**config.mk**
```make
export PLATFORM = sky130hd
export DESIGN_NAME = usb2_endp_router_flat
export DESIGN_NICKNAME = d
export VERILOG_FILES = /design/src/rtl/usb2_endp_router_if.sv /design/src/rtl/usb2_endp_router.sv /design/src/flat_wrapper.sv
export SDC_FILE = /design/constraint.sdc
export NUM_CORES = 1
export LEC_CHECK = 0
export CAP_MARGIN = 30
export CORE_UTILIZATION = 34
export CTS_CLUSTER_DIAMETER = 120
export DETAILED_ROUTE_END_ITERATION = 12
export PLACE_DENSITY_LB_ADDON = 0.15
export SETUP_SLACK_MARGIN = 0.4
export SYNTH_ARGS = -nofsm -noshare
export SYNTH_HDL_FRONTEND = slang
export SYNTH_SLANG_ARGS = --single-unit
```
**constraint.sdc**
```tcl
create_clock -name phy_clk -period 1.75 [get_ports phy_clk]
set_input_delay 0.35 -clock phy_clk [delete_from_list [all_inputs] [get_ports phy_clk]]
set_output_delay 0.35 -clock phy_clk [all_outputs]
set_load 0.005 [all_outputs]
```
**src/rtl/usb2_endp_router_if.sv**
```systemverilog
// Packet-layer / endpoint-buffer bundle for usb2_endp_router.
// master: packet layer + buffers side; slave: the router.
interface usb2_endp_router_if #(
  parameter int NUM_EP = 4
);
  logic [3:0]          sel_endp;
  logic                sel_dir;
  logic                sel_setup;
  logic                sel_valid;
  logic                txn_done;
  logic                txn_abort;
  logic                halt_set;
  logic                halt_clr;
  logic [3:0]          halt_ep;
  logic                cfg_reset;
  logic                sel_ok;
  logic                sel_stall;
  logic [1:0]          endp_mode;
  logic [1:0]          data_toggle;
  logic                buf_in_wren;
  logic [NUM_EP-1:0]   ep_buf_in_wren;
  logic [NUM_EP-1:0]   ep_buf_in_ready;
  logic                buf_in_ready;
  logic [8*NUM_EP-1:0] ep_buf_out_q;
  logic [7:0]          buf_out_q;
  logic [NUM_EP-1:0]   ep_buf_out_hasdata;
  logic                buf_out_hasdata;

  modport master (
    output sel_endp, sel_dir, sel_setup, sel_valid,
    output txn_done, txn_abort,
    output halt_set, halt_clr, halt_ep, cfg_reset,
    output buf_in_wren, ep_buf_in_ready,
    output ep_buf_out_q, ep_buf_out_hasdata,
    input  sel_ok, sel_stall, endp_mode, data_toggle,
    input  ep_buf_in_wren, buf_in_ready,
    input  buf_out_q, buf_out_hasdata
  );

  modport slave (
    input  sel_endp, sel_dir, sel_setup, sel_valid,
    input  txn_done, txn_abort,
    input  halt_set, halt_clr, halt_ep, cfg_reset,
    input  buf_in_wren, ep_buf_in_ready,
    input  ep_buf_out_q, ep_buf_out_hasdata,
    output sel_ok, sel_stall, endp_mode, data_toggle,
    output ep_buf_in_wren, buf_in_ready,
    output buf_out_q, buf_out_hasdata
  );
endinterface

```
**src/rtl/usb2_endp_router.sv**
```systemverilog
// USB 2.0 endpoint router: latches token selection, tracks toggle/halt per EP.
// Ports: phy_clk, reset (sync, high), bus (usb2_endp_router_if.slave).
module usb2_endp_router #(
  parameter int          NUM_EP   = 4,
  parameter logic [31:0] EP_MODES = 32'h0000_00A8,
  parameter logic [15:0] EP_DIR   = 16'h0002
) (
  input logic               phy_clk,
  input logic               reset,
  usb2_endp_router_if.slave bus
);
  typedef enum logic {
    ST_IDLE,
    ST_ACTIVE
  } state_t;

  state_t            state;
  logic [3:0]        lsel;
  logic              ldir;
  logic [NUM_EP-1:0] tog;
  logic [NUM_EP-1:0] halt;

  // Zero-extended views so a nonexistent lsel reads 0 safely.
  logic [15:0] tog16;
  logic [15:0] halt16;
  assign tog16  = 16'(tog);
  assign halt16 = 16'(halt);

  logic       active;
  logic       exists;
  logic       dir_match;
  logic       sel_ok;
  logic       sel_stall;
  logic [1:0] lmode;
  logic       setup_hit;
  logic       flip;

  assign active    = (state == ST_ACTIVE);
  assign exists    = ({1'b0, lsel} < 5'(NUM_EP));
  assign dir_match = (lsel == 4'd0) || (EP_DIR[lsel] == ldir);
  assign sel_ok    = active & exists & dir_match & ~halt16[lsel];
  assign sel_stall = active & exists & dir_match & halt16[lsel];

  // Field 0 of EP_MODES is ignored: ep0 is always control.
  assign lmode = (exists && lsel != 4'd0)
               ? EP_MODES[{lsel, 1'b0} +: 2] : 2'd0;

  assign setup_hit = bus.sel_valid & bus.sel_setup
                   & (bus.sel_endp == 4'd0);
  // Isochronous endpoints never leave DATA0.
  assign flip = bus.txn_done & sel_ok & (lmode != 2'd1);

  always_ff @(posedge phy_clk) begin
    if (reset || bus.cfg_reset) begin
      state <= ST_IDLE;
      lsel  <= 4'd0;
      ldir  <= 1'b0;
      tog   <= '0;
      halt  <= '0;
    end else begin
      if (bus.sel_valid) begin
        state <= ST_ACTIVE;
        lsel  <= bus.sel_endp;
        ldir  <= bus.sel_dir;
      end else if (active && (bus.txn_done || bus.txn_abort)) begin
        state <= ST_IDLE;
      end
      for (int i = 0; i < NUM_EP; i++) begin
        if (bus.halt_clr && bus.halt_ep == 4'(i)) begin
          tog[i]  <= 1'b0;
          halt[i] <= 1'b0;
        end else if (i == 0 && setup_hit) begin
          tog[i]  <= 1'b0;
          halt[i] <= 1'b0;
        end else begin
          if (flip && lsel == 4'(i))
            tog[i] <= ~tog[i];
          if (bus.halt_set && bus.halt_ep == 4'(i))
            halt[i] <= 1'b1;
        end
      end
    end
  end

  logic [7:0]        mux_q;
  logic              mux_hasdata;
  logic              mux_ready;
  logic [NUM_EP-1:0] mux_wren;

  always_comb begin
    mux_q       = 8'd0;
    mux_hasdata = 1'b0;
    mux_ready   = 1'b0;
    mux_wren    = '0;
    for (int i = 0; i < NUM_EP; i++) begin
      if (sel_ok && lsel == 4'(i)) begin
        mux_q       = bus.ep_buf_out_q[8*i +: 8];
        mux_hasdata = bus.ep_buf_out_hasdata[i];
        mux_ready   = bus.ep_buf_in_ready[i];
        if (i == 0 || !EP_DIR[i])
          mux_wren[i] = bus.buf_in_wren;
      end
    end
  end

  assign bus.sel_ok          = sel_ok;
  assign bus.sel_stall       = sel_stall;
  assign bus.endp_mode       = lmode;
  assign bus.data_toggle     = {1'b0, tog16[lsel]};
  assign bus.buf_out_q       = mux_q;
  assign bus.buf_out_hasdata = mux_hasdata;
  assign bus.buf_in_ready    = mux_ready;
  assign bus.ep_buf_in_wren  = mux_wren;
endmodule

```
**src/flat_wrapper.sv**
```systemverilog
// flat-port wrapper written by rule: the top's interface ports become plain ports
module usb2_endp_router_flat 
#(
  parameter int          NUM_EP   = 4,
  parameter logic [31:0] EP_MODES = 32'h0000_00A8,
  parameter logic [15:0] EP_DIR   = 16'h0002
)
  (phy_clk, reset, bus_sel_endp, bus_sel_dir, bus_sel_setup, bus_sel_valid, bus_txn_done, bus_txn_abort, bus_halt_set, bus_halt_clr, bus_halt_ep, bus_cfg_reset, bus_buf_in_wren, bus_ep_buf_in_ready, bus_ep_buf_out_q, bus_ep_buf_out_hasdata, bus_sel_ok, bus_sel_stall, bus_endp_mode, bus_data_toggle, bus_ep_buf_in_wren, bus_buf_in_ready, bus_buf_out_q, bus_buf_out_hasdata);
  usb2_endp_router_if #(.NUM_EP(NUM_EP)) bus_i ();
  input logic phy_clk;
  input logic reset;
  input wire logic [$bits(bus_i.sel_endp)-1:0] bus_sel_endp;
  input wire logic [$bits(bus_i.sel_dir)-1:0] bus_sel_dir;
  input wire logic [$bits(bus_i.sel_setup)-1:0] bus_sel_setup;
  input wire logic [$bits(bus_i.sel_valid)-1:0] bus_sel_valid;
  input wire logic [$bits(bus_i.txn_done)-1:0] bus_txn_done;
  input wire logic [$bits(bus_i.txn_abort)-1:0] bus_txn_abort;
  input wire logic [$bits(bus_i.halt_set)-1:0] bus_halt_set;
  input wire logic [$bits(bus_i.halt_clr)-1:0] bus_halt_clr;
  input wire logic [$bits(bus_i.halt_ep)-1:0] bus_halt_ep;
  input wire logic [$bits(bus_i.cfg_reset)-1:0] bus_cfg_reset;
  input wire logic [$bits(bus_i.buf_in_wren)-1:0] bus_buf_in_wren;
  input wire logic [$bits(bus_i.ep_buf_in_ready)-1:0] bus_ep_buf_in_ready;
  input wire logic [$bits(bus_i.ep_buf_out_q)-1:0] bus_ep_buf_out_q;
  input wire logic [$bits(bus_i.ep_buf_out_hasdata)-1:0] bus_ep_buf_out_hasdata;
  output wire logic [$bits(bus_i.sel_ok)-1:0] bus_sel_ok;
  output wire logic [$bits(bus_i.sel_stall)-1:0] bus_sel_stall;
  output wire logic [$bits(bus_i.endp_mode)-1:0] bus_endp_mode;
  output wire logic [$bits(bus_i.data_toggle)-1:0] bus_data_toggle;
  output wire logic [$bits(bus_i.ep_buf_in_wren)-1:0] bus_ep_buf_in_wren;
  output wire logic [$bits(bus_i.buf_in_ready)-1:0] bus_buf_in_ready;
  output wire logic [$bits(bus_i.buf_out_q)-1:0] bus_buf_out_q;
  output wire logic [$bits(bus_i.buf_out_hasdata)-1:0] bus_buf_out_hasdata;
  assign bus_i.sel_endp = bus_sel_endp;
  assign bus_i.sel_dir = bus_sel_dir;
  assign bus_i.sel_setup = bus_sel_setup;
  assign bus_i.sel_valid = bus_sel_valid;
  assign bus_i.txn_done = bus_txn_done;
  assign bus_i.txn_abort = bus_txn_abort;
  assign bus_i.halt_set = bus_halt_set;
  assign bus_i.halt_clr = bus_halt_clr;
  assign bus_i.halt_ep = bus_halt_ep;
  assign bus_i.cfg_reset = bus_cfg_reset;
  assign bus_i.buf_in_wren = bus_buf_in_wren;
  assign bus_i.ep_buf_in_ready = bus_ep_buf_in_ready;
  assign bus_i.ep_buf_out_q = bus_ep_buf_out_q;
  assign bus_i.ep_buf_out_hasdata = bus_ep_buf_out_hasdata;
  assign bus_sel_ok = bus_i.sel_ok;
  assign bus_sel_stall = bus_i.sel_stall;
  assign bus_endp_mode = bus_i.endp_mode;
  assign bus_data_toggle = bus_i.data_toggle;
  assign bus_ep_buf_in_wren = bus_i.ep_buf_in_wren;
  assign bus_buf_in_ready = bus_i.buf_in_ready;
  assign bus_buf_out_q = bus_i.buf_out_q;
  assign bus_buf_out_hasdata = bus_i.buf_out_hasdata;
  usb2_endp_router #(.NUM_EP(NUM_EP), .EP_MODES(EP_MODES), .EP_DIR(EP_DIR)) u_core (.phy_clk(phy_clk), .reset(reset), .bus(bus_i));
endmodule
```
==> results.tsv, run 1 <==
metric	value	unit
run_status	finished, violations left	
violations	setup timing	
wl_per_cell	17.6	um
rows	22	
synthDistinctLibCells	43	
num-nets-final	341	
cp-end-kind	output port	
slew_viol_final	0	
p_switching	0.285	mW
dieArea	0.00420	mm^2
ys_seq_area_share	22.4	%
post-route-period-util	131	%
die_w	64.8	um
start_util	36.1	%
antenna_found_initial	0	
hold_viol_final	0	
first_global_vias	1818	
synth.ff_latch_count	15	
synth.area.top_cells	dfxtp_1 (22%), a2111o_1 (8.4%), a22oi_2 (7.5%)	
firstDrtPassIters	4	
vias_per_cell	5.65	
internal-power	0.749	mW
layout-drive-gt1-share	42.0	%
combPwrFrac	38.5	%
grt_overflow	0	
min_period	2.30	ns
finalSetupViolations	18	
root_buffer	clkbuf_8	
synthCells	163	
cts_tree	yes	
ant_nets	0	
leakage	1.14	nW
place_ws	-0.634	ns
clk_latency	0.25	ns
synth.top_cell.area_share	22.4	%
grtUsageTotal	27.4	%
fillerInstances	267	
powerDensity	374	mW/mm^2
clock_skew	0.00601	ns
min_path_cells	2	
start_kind	flip-flop	
fin_ws	-0.548	ns
grt_max_degree	13	
finalWirelength	5.79	mm
power.share.clock	27.4	%
synth_top_flop_cell	dfxtp_1	
cts_sinks	15	
cp.required	1.40	ns
cts_buffer_depth	2	
drc	0	
maxCapViolCount	0	
placement.io_buffers	75	
fin_area	0.00277	mm^2
crit_path_max_fanout	4	
die_h	64.8	um
syn_area_per_cell	8.23	um^2
rsz0062_at_grt	true	
antenna_cells	0	
yosysTopAreaCell	dfxtp_1	
area_delta_synth_final	106	%
synth_edf_count	0	
async_reset_ff_share	0	%
hold_buffers	0	
worst_hold_path_type	flip-flop to flip-flop	
core-area	0.00372	mm^2
grt_pass1_wl	8.71	mm
clk_pin_slew	0.06	ns
netlist_area	0.00134	mm^2
vias	1860	
arrival	1.95	ns
io_pins	79	
postPlaceCellArea	0.00235	mm^2
r2r_cells	9	
seqPwrFrac	34.1	%
htree_levels	1	
dpl.hpwl	3.56	mm
p_sw_share	27.5	%
cts_buffers	3	
drtIter0Drc	150	
yosys_warnings	0	
fmaxAchievable	0.435	GHz
ir_drop	0.507	mV
worstSetupPathType	flip-flop to output port	
globalplace.congestion	0.782	
-- registers in the layout, summed over array words and instances (netlist names), named ones only --
signal and flops:
u_core.lsel 4, u_core.tog 4, u_core.halt 4, u_core.active 1, u_core.ldir 1
-- critical path: stages (launching register included) --
cell      delay [ns]
dfxtp_4         0.37
mux4_2          0.55
buf_6           0.15
a2111o_1        0.36
a22oi_2         0.13
buf_2           0.13
-- cell usage after synthesis, types with 2 or more instances --
library cell / count
dfxtp_1: 15
a21oi_1: 12
nor2_1: 12
o22ai_1: 11
a2111o_1: 10
clkbuf_1: 10
nand3_1: 10
a22oi_2: 8
mux2i_1: 8
inv_1: 7
o211ai_1: 6
a31oi_1: 4
buf_2: 4
and2_1: 3
buf_4: 3
nand2b_1: 3
o21ai_0: 3
a211oi_1: 2
a22oi_1: 2
and3_1: 2
buf_6: 2
nor3_1: 2
nor3b_1: 2
or2_2: 2
or3b_2: 2
-- cells by family after synthesis --
logic type	count (synthesis)	synth area share, %
buf+inv	26	9.61
flops	15	22.4
mux	10	9.61
compound gates	60	35.5
other cells	1	0.280
xor+xnor	1	0.653
simple gates	50	21.9
-- cell type report --
class / count / area (um^2) / share of cell area, %
inverter: 7 / 26.3 / 0.950
tap: 48 / 60.1 / 2.17
multi-input combinational: 127 / 1110 / 40.1
sequential: 15 / 310 / 11.2
clock buffer: 4 / 45.0 / 1.63
timing repair buffer: 128 / 1210 / 43.9
-- repair_timing --
action / 4_1_cts / 5_1_grt
gates cloned: 3 / 1
gates resized for setup: 113 / 23
hold endpoints to repair: 0 / 0
endpoints found under the setup margin: 26 / 26
buffers inserted: 22 / 1
pin swaps: 19 / 6
-- stage by stage --
step / setup TNS, ns / hold WS (ns) / total power [mW] / util [%] / cells
2_1_floorplan: -1.01 / 0.432 / 0.493 / - / 165
3_5_place_dp: -9.28 / 0.490 / 0.691 / 63.2 / 298
5_1_grt: -7.76 / 0.558 / 1.08 / 74.4 / 329
4_1_cts: -6.75 / 0.521 / 1.01 / 71.4 / 327
6_report: -6.88 / 0.519 / 1.03 / 74.4 / 329
3_3_place_gp: -8.68 / 0.487 / 0.685 / 63.2 / 298
-- final timing paths --
| path | from | to | slack, ns |
|---|---|---|---|
| max | u_core.lsel[0] | bus_buf_out_q[4] | -0.55 |
| min | u_core.tog[3] | u_core.tog[3] | 0.52 |
| max reg2reg | u_core.lsel[0] | u_core.tog[1] | -0.26 |
| min reg2reg | u_core.tog[3] | u_core.tog[3] | 0.52 |
-- metal layers --
layer | part of all wire, % | global-route usage [%] | vias to the layer above
li1 | - | - | 872
met1 | 39 | 30.5 | 877
met2 | 49 | 49.0 | 95
met3 | 8.0 | 3.35 | 16
met4 | 3.6 | 16.9 | 0
met5 | 0 | 0 | -
-- placed cells by master, fill, tap and decap left out, types with 3 or more instances in the layout --
cell type        instances
a2111o_1                10
a21oi_1                 11
a22oi_2                 10
a31oi_1                  4
and2_4                   3
buf_12                   3
buf_2                   15
buf_4                   23
buf_6                   29
clkbuf_8                 3
clkdlybuf4s50_1         52
conb_1                   3
dfxtp_1                 11
dlygate4sd2_1            4
inv_1                    7
mux2i_1                  8
mux4_2                   3
nand2b_1                 3
nand3_1                 10
nor2_1                   8
o211ai_1                 6
o21ai_2                  3
o22ai_1                 10
or2_4                    3
or3b_4                   3
-- power groups by stage --
stage | clock network [mW] | logic, mW | registers (mW)
after global routing | 0.308 | 0.422 | 0.353
final | 0.284 | 0.398 | 0.352
after global placement | 0 | 0.325 | 0.359
after CTS | 0.286 | 0.375 | 0.352
after detailed placement | 0 | 0.331 | 0.360
after floorplan | 0 | 0.134 | 0.359
No activity file was read; power rests on OpenSTA's default activity.
==> run 2: changes to the inputs <==
==> constraint.sdc (replaced) <==
create_clock -name phy_clk -period 1.75 [get_ports phy_clk]
set_input_delay 0.35 -clock phy_clk [delete_from_list [all_inputs] [get_ports phy_clk]]
set_output_delay 0.35 -clock phy_clk [all_outputs]
set_load 0.01 [all_outputs]
==> results.tsv, run 2 (same netlist as run 1, synthesis figures left out) <==
metric	value	unit	change
violations	setup timing		unchanged
vias	1897		was 1860
finalWirelength	6.03	mm	was 5.79 mm
cts_buffer_depth	2		unchanged
htree_levels	1		unchanged
cp_slowest_cell	mux4_2		unchanged
cts_tree	yes		unchanged
hold_viol_final	0		unchanged
arrival	1.95	ns	about the same
setup_tns	-7.78	ns	was -6.88 ns
die_h	64.8	um	unchanged
cp.required	1.40	ns	about the same
worstSetupPathType	flip-flop to output port		unchanged
min_period	2.30	ns	about the same
cts_buffers	3		unchanged
grt_pass1_wl	8.78	mm	was 8.71 mm
io_pins	79		unchanged
fin_ws	-0.549	ns	was -0.548 ns
cp_cell_sequence	mux4_2, buf_6, a2111o_1, a22oi_2, buf_2		unchanged
worst_hold_path_type	primary input to flip-flop		was flip-flop to flip-flop
slew_viol_final	0		unchanged
dieArea	0.00420	mm^2	unchanged
leakage	1.18	nW	was 1.14 nW
clk_pin_slew	0.06	ns	about the same
reg2reg_to	u_core.tog[0]		was u_core.tog[1]
powerDensity	370	mW/mm^2	was 374 mW/mm^2
root_buffer	clkbuf_8		unchanged
fmaxAchievable	0.435	GHz	about the same
first_global_vias	1881		was 1818
grtUsageTotal	27.0	%	was 27.4%
grt_overflow	0		unchanged
vias_per_cell	5.73		was 5.65
antenna_found_initial	0		unchanged
antenna_cells	0		unchanged
placement.io_buffers	75		unchanged
fin_hold_ws	0.479	ns	was 0.519 ns
num-nets-final	343		was 341
start_util	36.1	%	unchanged
r2r_slack	-0.16	ns	was -0.26 ns
globalplace.congestion	0.873		was 0.782
ir_drop	0.482	mV	was 0.507 mV
firstDrtPassIters	4		unchanged
dpl.hpwl	3.85	mm	was 3.56 mm
area_delta_synth_final	112	%	was 106%
mostFrequentLayoutCells	clkdlybuf4s50_1 (48), buf_4 (30), buf_6 (26)		was clkdlybuf4s50_1 (52), buf_6 (29), buf_4 (23)
max_stage_delay	0.57	ns	was 0.55 ns
layout-drive-gt1-share	44.9	%	was 42.0%
grt_max_degree	13		unchanged
cp-end-kind	output port		unchanged
multi_input_area	0.00116	mm^2	was 0.00111 mm^2
drc	0		unchanged
run_status	finished, violations left		unchanged
cts_sinks	15		unchanged
start_kind	flip-flop		unchanged
reg_top3	u_core.halt x4, u_core.lsel x4, u_core.tog x4		unchanged
clock_skew	0.00286	ns	was 0.00601 ns
hp-start	bus_cfg_reset		was u_core.tog[3]
fillerInstances	266		was 267
drtIter0Drc	68		was 150
r2r_start	u_core.lsel[0]		unchanged
ant_nets	0		unchanged
power.total	1.05	mW	was 1.03 mW
wl_per_cell	18.2	um	was 17.6 um
rows	22		unchanged
core-area	0.00372	mm^2	unchanged
post-route-period-util	131	%	about the same
layout_commonest_cell	clkdlybuf4s50_1		unchanged
min_path_cells	3		was 2
rsz0062_at_grt	true		unchanged
seqCellArea	308	um^2	was 310 um^2
maxCapViolCount	0		unchanged
die_w	64.8	um	unchanged
clk_latency	0.26	ns	was 0.25 ns
crit_path_max_fanout	4		unchanged
finalSetupViolations	20		was 18
r2r_cells	7		was 9
min_to	u_core.lsel[0]		was u_core.tog[3]
-- run 2: cell types whose count changed in the layout (fill, tap and decap cells not counted), moves of 3 or more --
| cell | delta |
|---|---|
| o22ai_1 | -3 |
| clkdlybuf4s50_1 | -4 |
| dlymetal6s2s_1 | +3 |
| buf_2 | -4 |
| o21ai_1 | +3 |
| buf_4 | +7 |
| o21ai_2 | -3 |
| buf_6 | -3 |
-- run 2: what timing repair did --
item,4_1_cts,5_1_grt
setup buffers,13,8
gates cloned,3,2
endpoints found under the hold margin,0,0
hold buffers,0,0
pin swaps,15,6
resized for setup,109,38
endpoints found under the setup margin,26,26
-- run 2: per-layer routing --
layer | GRT usage (%) | part of all wire [%] | vias to the layer above
li1 | - | - | 880
met1 | 31.4 | 38 | 899
met2 | 48.2 | 51 | 101
met3 | 3.35 | 8.3 | 17
met4 | 12.8 | 3.0 | 0
met5 | 0 | 0 | -
-- run 2: critical path: cells and delay by family (launching register included) --
family | cells | cell delay [ns]
muxes | 1 | 0.57
buffers and inverters | 2 | 0.30
DFF | 1 | 0.37
AOI/OAI and AO/OA | 2 | 0.45
-- run 2: worst max-delay path by stage --
stage | startpoint | endpoint | slack (ns)
floorplan | u_core.lsel[0] | bus_buf_in_ready | -0.16
global placement | u_core.lsel[0] | bus_buf_out_hasdata | -0.64
global route | u_core.lsel[0] | bus_buf_in_ready | -0.61
finish | u_core.lsel[0] | bus_buf_out_q[1] | -0.55
CTS | u_core.lsel[0] | bus_buf_out_q[5] | -0.53
detailed placement | u_core.lsel[0] | bus_buf_out_hasdata | -0.64
-- run 2: metrics by stage --
stage / setup slack (ns) / utilization [%] / instances / cell area, um^2
after global routing: -0.614 / 76.5 / 331 / 2840
after global placement: -0.636 / 64.1 / 301 / 2380
final: -0.549 / 76.5 / 331 / 2840
after CTS: -0.531 / 71.3 / 321 / 2650
after detailed placement: -0.644 / 64.1 / 301 / 2380
after floorplan: -0.155 / - / 165 / 1450
-- run 2: final cells by class --
class / count / area share [%]
Multi-Input combinational cell: 127 / 40.9
Clock buffer: 4 / 1.58
Timing Repair Buffer: 130 / 43.6
Sequential cell: 15 / 10.8
Tap cell: 48 / 2.11
Inverter: 7 / 0.924
-- run 2: power breakdown --
group	switching (mW)	internal, mW	total, mW
logic	0.170	0.244	0.415
registers	0.00570	0.348	0.353
clock network	0.123	0.162	0.285
